File: src/rtl/div_pkg.sv
// Shared definitions for the sequential radix-2 restoring divider.
//
// Contents:
//   DEF_WIDTH      default divisor/remainder width (dividend/quotient are twice this)
//   div_state_e    FSM state encoding (FIXUP is only used by the signed build)
//   cnt_width()    iteration-counter width for a given WIDTH: clog2(2*WIDTH)+1
//   CNT_W          counter width for the default WIDTH
//   DIV0_QUOTIENT  quotient reported for a zero divisor (all ones)
package div_pkg;

    localparam int unsigned DEF_WIDTH = 32;

    typedef enum logic [1:0] {
        IDLE  = 2'd0,
        CALC  = 2'd1,
        DONE  = 2'd2,
        FIXUP = 2'd3
    } div_state_e;

    function automatic int unsigned cnt_width(input int unsigned width);
        return $clog2(2 * width) + 1;
    endfunction

    localparam int unsigned CNT_W = cnt_width(DEF_WIDTH);

    localparam logic [2*DEF_WIDTH-1:0] DIV0_QUOTIENT = '1;

endpackage

File: src/rtl/div_step.sv
// One combinational iteration of the restoring divider.
//
// Shifts the next dividend bit into the partial remainder, trial-subtracts the
// divisor and keeps the difference when it is non-negative.
//
// Ports:
//   i_rem        partial remainder entering this iteration (always < divisor)
//   i_shift_bit  next dividend bit, MSB first
//   i_divisor    divisor magnitude
//   o_rem        partial remainder leaving this iteration
//   o_q_bit      quotient bit produced by this iteration
module div_step
    import div_pkg::*;
#(
    parameter int unsigned WIDTH = DEF_WIDTH
) (
    input  logic [WIDTH-1:0] i_rem,
    input  logic             i_shift_bit,
    input  logic [WIDTH-1:0] i_divisor,
    output logic [WIDTH-1:0] o_rem,
    output logic             o_q_bit
);

    // The shifted remainder needs WIDTH+1 bits; the stored one never does,
    // because it is always strictly below the divisor.
    logic [WIDTH:0] w_shifted;
    logic [WIDTH:0] w_trial;

    always_comb begin
        w_shifted = {i_rem, i_shift_bit};
        w_trial   = w_shifted - {1'b0, i_divisor};
        // MSB of the WIDTH+1-bit difference is the borrow: set means negative.
        o_q_bit   = ~w_trial[WIDTH];
        o_rem     = o_q_bit ? w_trial[WIDTH-1:0] : w_shifted[WIDTH-1:0];
    end

endmodule

File: src/rtl/div64_32_seq.sv
// Sequential radix-2 restoring divider: 2*WIDTH-bit dividend by WIDTH-bit divisor,
// one quotient bit per clock, valid/ready handshake on both sides.
//
// Build option: define DIV_SIGNED_EN for two's complement operands. Magnitudes
// are divided and a FIXUP cycle applies the signs (quotient truncates toward
// zero, remainder follows the dividend). Without it the block is unsigned only.
//
// Ports:
//   clk          rising-edge clock
//   rst          asynchronous active-low reset
//   in_valid     operands present
//   in_ready     block idle and able to accept
//   dividend     numerator, sampled on accept
//   divisor      denominator, sampled on accept
//   out_valid    result registers hold a completed result
//   out_ready    consumer takes the result
//   quotient     registered quotient
//   remainder    registered remainder
//   div_by_zero  registered; set with a result whose divisor was zero
module div64_32_seq
    import div_pkg::*;
#(
    parameter int unsigned WIDTH = DEF_WIDTH
) (
    input  logic               clk,
    input  logic               rst,
    input  logic               in_valid,
    output logic               in_ready,
    input  logic [2*WIDTH-1:0] dividend,
    input  logic [WIDTH-1:0]   divisor,
    output logic               out_valid,
    input  logic               out_ready,
    output logic [2*WIDTH-1:0] quotient,
    output logic [WIDTH-1:0]   remainder,
    output logic               div_by_zero
);

    localparam int unsigned        CW        = cnt_width(WIDTH);
    localparam logic [CW-1:0]      LAST_ITER = CW'(2 * WIDTH - 1);
    localparam logic [2*WIDTH-1:0] DIV0_Q    = {(2 * WIDTH){DIV0_QUOTIENT[0]}};

    div_state_e         r_state, w_state_nxt;
    logic [CW-1:0]      r_cnt, w_cnt_nxt;
    // Dividend shifts out of the MSB while quotient bits shift into the LSB.
    logic [2*WIDTH-1:0] r_work, w_work_nxt;
    logic [WIDTH-1:0]   r_dvs, w_dvs_nxt;
    logic [WIDTH-1:0]   r_rem, w_rem_nxt;
    logic [2*WIDTH-1:0] r_quot, w_quot_nxt;
    logic [WIDTH-1:0]   r_remd, w_remd_nxt;
    logic               r_out_valid, w_out_valid_nxt;
    logic               r_dbz, w_dbz_nxt;

    logic [2*WIDTH-1:0] w_dvd_mag;
    logic [WIDTH-1:0]   w_dvs_mag;
    logic [WIDTH-1:0]   w_step_rem;
    logic               w_q_bit;

`ifdef DIV_SIGNED_EN
    logic r_neg_q, w_neg_q_nxt;
    logic r_neg_r, w_neg_r_nxt;

    assign w_dvd_mag = dividend[2*WIDTH-1] ? -dividend : dividend;
    assign w_dvs_mag = divisor[WIDTH-1] ? -divisor : divisor;
`else
    assign w_dvd_mag = dividend;
    assign w_dvs_mag = divisor;
`endif

    div_step #(
        .WIDTH (WIDTH)
    ) u_step (
        .i_rem       (r_rem),
        .i_shift_bit (r_work[2*WIDTH-1]),
        .i_divisor   (r_dvs),
        .o_rem       (w_step_rem),
        .o_q_bit     (w_q_bit)
    );

    always_ff @(posedge clk or negedge rst) begin
        if (!rst) begin
            r_state     <= IDLE;
            r_cnt       <= '0;
            r_work      <= '0;
            r_dvs       <= '0;
            r_rem       <= '0;
            r_quot      <= '0;
            r_remd      <= '0;
            r_out_valid <= 1'b0;
            r_dbz       <= 1'b0;
`ifdef DIV_SIGNED_EN
            r_neg_q     <= 1'b0;
            r_neg_r     <= 1'b0;
`endif
        end else begin
            r_state     <= w_state_nxt;
            r_cnt       <= w_cnt_nxt;
            r_work      <= w_work_nxt;
            r_dvs       <= w_dvs_nxt;
            r_rem       <= w_rem_nxt;
            r_quot      <= w_quot_nxt;
            r_remd      <= w_remd_nxt;
            r_out_valid <= w_out_valid_nxt;
            r_dbz       <= w_dbz_nxt;
`ifdef DIV_SIGNED_EN
            r_neg_q     <= w_neg_q_nxt;
            r_neg_r     <= w_neg_r_nxt;
`endif
        end
    end

    always_comb begin
        w_state_nxt     = r_state;
        w_cnt_nxt       = r_cnt;
        w_work_nxt      = r_work;
        w_dvs_nxt       = r_dvs;
        w_rem_nxt       = r_rem;
        w_quot_nxt      = r_quot;
        w_remd_nxt      = r_remd;
        w_out_valid_nxt = r_out_valid;
        w_dbz_nxt       = r_dbz;
`ifdef DIV_SIGNED_EN
        w_neg_q_nxt     = r_neg_q;
        w_neg_r_nxt     = r_neg_r;
`endif

        case (r_state)
            IDLE: begin
                // in_ready is high here, so in_valid alone is an accept.
                if (in_valid) begin
                    w_work_nxt = w_dvd_mag;
                    w_dvs_nxt  = w_dvs_mag;
                    w_rem_nxt  = '0;
                    w_cnt_nxt  = '0;
`ifdef DIV_SIGNED_EN
                    w_neg_q_nxt = dividend[2*WIDTH-1] ^ divisor[WIDTH-1];
                    w_neg_r_nxt = dividend[2*WIDTH-1];
`endif
                    if (divisor == '0) begin
                        w_quot_nxt      = DIV0_Q;
                        w_remd_nxt      = dividend[WIDTH-1:0];
                        w_dbz_nxt       = 1'b1;
                        w_out_valid_nxt = 1'b1;
                        w_state_nxt     = DONE;
                    end else begin
                        w_dbz_nxt   = 1'b0;
                        w_state_nxt = CALC;
                    end
                end
            end

            CALC: begin
                w_work_nxt = {r_work[2*WIDTH-2:0], w_q_bit};
                w_rem_nxt  = w_step_rem;
                w_cnt_nxt  = r_cnt + 1'b1;
                if (r_cnt == LAST_ITER) begin
                    w_quot_nxt = {r_work[2*WIDTH-2:0], w_q_bit};
                    w_remd_nxt = w_step_rem;
`ifdef DIV_SIGNED_EN
                    w_state_nxt = FIXUP;
`else
                    w_out_valid_nxt = 1'b1;
                    w_state_nxt     = DONE;
`endif
                end
            end

`ifdef DIV_SIGNED_EN
            FIXUP: begin
                // Most-negative / -1 wraps back to most-negative here.
                w_quot_nxt      = r_neg_q ? -r_quot : r_quot;
                w_remd_nxt      = r_neg_r ? -r_remd : r_remd;
                w_out_valid_nxt = 1'b1;
                w_state_nxt     = DONE;
            end
`endif

            DONE: begin
                if (out_ready) begin
                    w_out_valid_nxt = 1'b0;
                    w_state_nxt     = IDLE;
                end
            end

            default: begin
                w_state_nxt = IDLE;
            end
        endcase
    end

    assign in_ready    = (r_state == IDLE);
    assign out_valid   = r_out_valid;
    assign quotient    = r_quot;
    assign remainder   = r_remd;
    assign div_by_zero = r_dbz;

endmodule

File: config.mk
export PLATFORM = sky130hd
export DESIGN_NAME = div64_32_seq
export DESIGN_NICKNAME = d
export VERILOG_FILES = /design/src/rtl/div_pkg.sv /design/src/rtl/div_step.sv /design/src/rtl/div64_32_seq.sv
export SDC_FILE = /design/constraint.sdc
export NUM_CORES = 1
export LEC_CHECK = 0
export BUFFER_PORTS_ARGS = -buffer_cell sky130_fd_sc_hd__buf_4
export CORE_MARGIN = 2
export CORE_UTILIZATION = 25
export DETAILED_ROUTE_END_ITERATION = 7
export HOLD_SLACK_MARGIN = 0.1
export PLACE_DENSITY_LB_ADDON = 0.08
export SLEW_MARGIN = 20
export SYNTH_ARGS = -nofsm -noshare
export SYNTH_HDL_FRONTEND = slang
export SYNTH_SLANG_ARGS = --single-unit
File: constraint.sdc
create_clock -name clk -period 6.2 [get_ports clk]
set_input_delay 1.24 -clock clk [delete_from_list [all_inputs] [get_ports clk]]
set_output_delay 1.24 -clock clk [all_outputs]
set_load 0.05 [all_outputs]
==> results.yml <==
final_layout:
  area_growth_syn_to_layout_pct: 26.7
  final_common_cell: "dfrtp_1"
  utilization_pct: 31.9
  drive_gt1_share_pct: 20.4
  most-common-layout-cells: "235 x dfrtp_1, 207 x buf_4, 178 x nand2_1"
  fillCellCount: 4925
  fin_nets: 1482
  antennaDiodeCount: 0
cts:
  cts_tree: "yes"
  cts.sinks: 235
  postCtsSetupRepairBufs: 0
  clockBufferDepth: 3
  cts_root_buf: "clkbuf_16"
  cts_inserted_buffers: 30
  path_clk_slew_ns: 0.06
  cts_resized: 0
  worstSkewPairLatency_ns: 0.59
  htreeDepth: 1
  postCtsHoldBufs: 0
critical_path:
  crit_end: "remainder[30]"
  end_kind: "flip-flop"
  crit_chain: "ha_1 -> fa_1 -> nand2b_1 -> a21o_1 -> a21oi_2 -> o31ai_4 -> o311ai_4 -> nor2_2 -> nor4_1 -> o32a_1"
  r2r_end: "remainder[30]"
  critPathBufInv: 0
  cpLargestDelayFamily: "compound AO/OA/AOI/OAI gates"
  crit_type: "flip-flop to flip-flop"
  cp.arrival_ns: 4.32
  critical_path_depth: 10
  max_stage_delay_ns: 0.63
  cpMaxStageDelayCell: "nor4_1"
  rrSetupSlack_ns: 2.40
  worstRegToRegCells: 10
  cp_max_fo: 11
  worstReg2RegStart: "r_dvs[0]"
  startpoint: "r_dvs[0]"
  startpoint_type: "flip-flop"
  required_ns: 6.72
job:
  cap_violations: 0
detailed_routing:
  drt-total-wl_microns: 38900
  via_per_inst: 4.85
  drt_iter0_drc: 517
  drc_errors: 0
  dr.pass1.iters: 5
  wire_per_inst_microns: 19.7
  ant_nets: 0
  vias: 9586
synthesis:
  syn_area_per_cell_sq_um: 9.81
  ys_warn_count: 0
  syn_nets: 1321
  async_reset_ff_share_pct: 100
  synth_cell_types: 66
  synth.area.top_cells: "dfrtp_1 50%, nand2_1 5.8%, o21ai_0 5.7%"
  synth_area_sq_um: 11600
  synthFlopType: "dfrtp_1"
  synth_top_cell_area_share_pct: 50.5
  synthCells: 1187
  synth_top_area_cell: "dfrtp_1"
  synth-seq-area-share_pct: 50.5
  ys_ff_latch: 235
  synth_edf_count: 0
hold_path:
  hp-class: "flip-flop to flip-flop"
  hp-start: "r_rem[1]"
sta:
  hold_viol: 0
  max_freq_mhz: 263
  tightest_slew_ns: 1.11
  fin_worst_skew_ns: 0.0190
  drv_slew: 0
  fin_crit_sh_pct: 61.3
  setup-tns-final_ns: 0
  rsz0062_at_grt: "false"
  post-route-min-period_ns: 3.80
  slew_headroom_pct: 26.3
  finalSetupViolCount: 0
global_route:
  grt-busiest-layer: "met2"
  grt.met2_usage_pct: 24.1
  grtUsageMet3_pct: 4.86
  grt_pass1_vias: 9651
  antenna_found_initial: 1
  overflow: 0
  grt_max_degree: 122
  groute.usage.overall_pct: 16.1
  use_met1_pct: 22.9
  grt_pass1_wl_microns: 60200
pwr:
  irDropWorstVdd_v: 0.000295
  total_power_mw: 9.53
  power_density_nw_per_um2: 646
  p_leak_nw: 6.33
floorplanning:
  die_area_sq_um: 48300
  core_area_sq_um: 46300
  rows: 79
  ios: 199
  initial_core_util_pct: 25.2
  die-height_microns: 220
  die_x_microns: 220
run_status:
  status: "completed"
placed_design:
  dp.final_hpwl_microns: 27300
  place.gp.congestion: 0.808
  portBuffers: 198
-- metal layers --
metal  part of all wire, %  routed length (microns)  up-vias
li1                      -                        -     4582
met1                    47                    18200     4714
met2                    43                    16800      232
met3                   7.8                     3020       56
met4                   2.1                      829        2
met5                 0.021                        8        -
-- flip-flops by register name, indices dropped and copies added, names as in the netlist --
register and cells:
quotient 64, r_work 64, r_dvs 32, r_rem 32, remainder 32, r_cnt 7
r_state 2, div_by_zero 1, out_valid 1
-- worst min-delay path, stage by stage, from the launching register on --
cell and delay, ns:
dfrtp_1 0.36, nand2_1 0.06, nand2_1 0.06
-- final cells by class --
type,count,area (sq um),share of cell area (%)
clock buffers,44,853,5.78
clock inverters,10,200,1.36
inverters,40,150,1.02
multi-input cells,832,5320,36.1
flip-flops and latches,235,5880,39.9
well taps,607,759,5.15
repair buffers,209,1590,10.8
-- through the flow --
stage	worst slack [ns]	area [sq um]	std cells	hold WS, ns
finish	2.40	14800	1977	0.509
global route	2.11	14800	1977	0.524
CTS	2.33	14800	1977	0.513
detailed placement	2.00	13700	1923	0.498
global placement	2.04	13700	1923	0.490
floorplan	3.30	11600	1187	0.467
-- synth_stat cells (2+ instances only) --
cell type  instances
buf_2              7
o311a_1            2
buf_1             10
a31oi_1           18
o2111ai_1          3
a21oi_2            2
a21o_1            19
xor2_1            12
a21boi_0           3
nand4_1           15
nor4_1            12
dfrtp_1          235
nor2b_1            2
mux2i_1           62
o221ai_1           2
a22oi_1           15
nand2b_1           8
o21bai_1           5
or3_1              6
nor3_1            10
nor2_1            44
ha_1              33
and3_1            17
o21a_1            11
o21ai_0          133
a211o_1            3
nand2_1          179
o31ai_1            3
a211oi_1           3
inv_1             40
mux2_2             3
o22a_1            66
nand3_1           25
o211ai_1           7
xnor2_1           15
buf_6              2
a21oi_1           66
clkbuf_1          60
and2_1             2
-- cell families after synthesis --
group | after synthesis | synth area share, %
AOI/OAI and AO/OA | 377 | 21.4
xor gates and xnor gates | 27 | 2.03
adders and majority gates | 34 | 3.72
buffers and inverters | 120 | 4.10
DFF | 235 | 50.5
muxes | 65 | 5.62
and+or+nand+nor | 329 | 12.7
-- where the power goes --
part	switching (mW)	internal, mW	total, mW
logic	3.34	1.78	5.12
clock network	0.706	1.16	1.86
registers	0.441	2.11	2.55
-- worst min-delay path by stage --
stage | end | slack [ns] | cells after the start
after floorplan | r_rem[29] | 0.47 | 2
after global placement | r_rem[1] | 0.49 | 2
after detailed placement | quotient[18] | 0.50 | 1
after CTS | r_rem[1] | 0.51 | 2
after global routing | quotient[54] | 0.52 | 1
final | r_rem[1] | 0.51 | 2
Power figures use the tool's default switching activity.
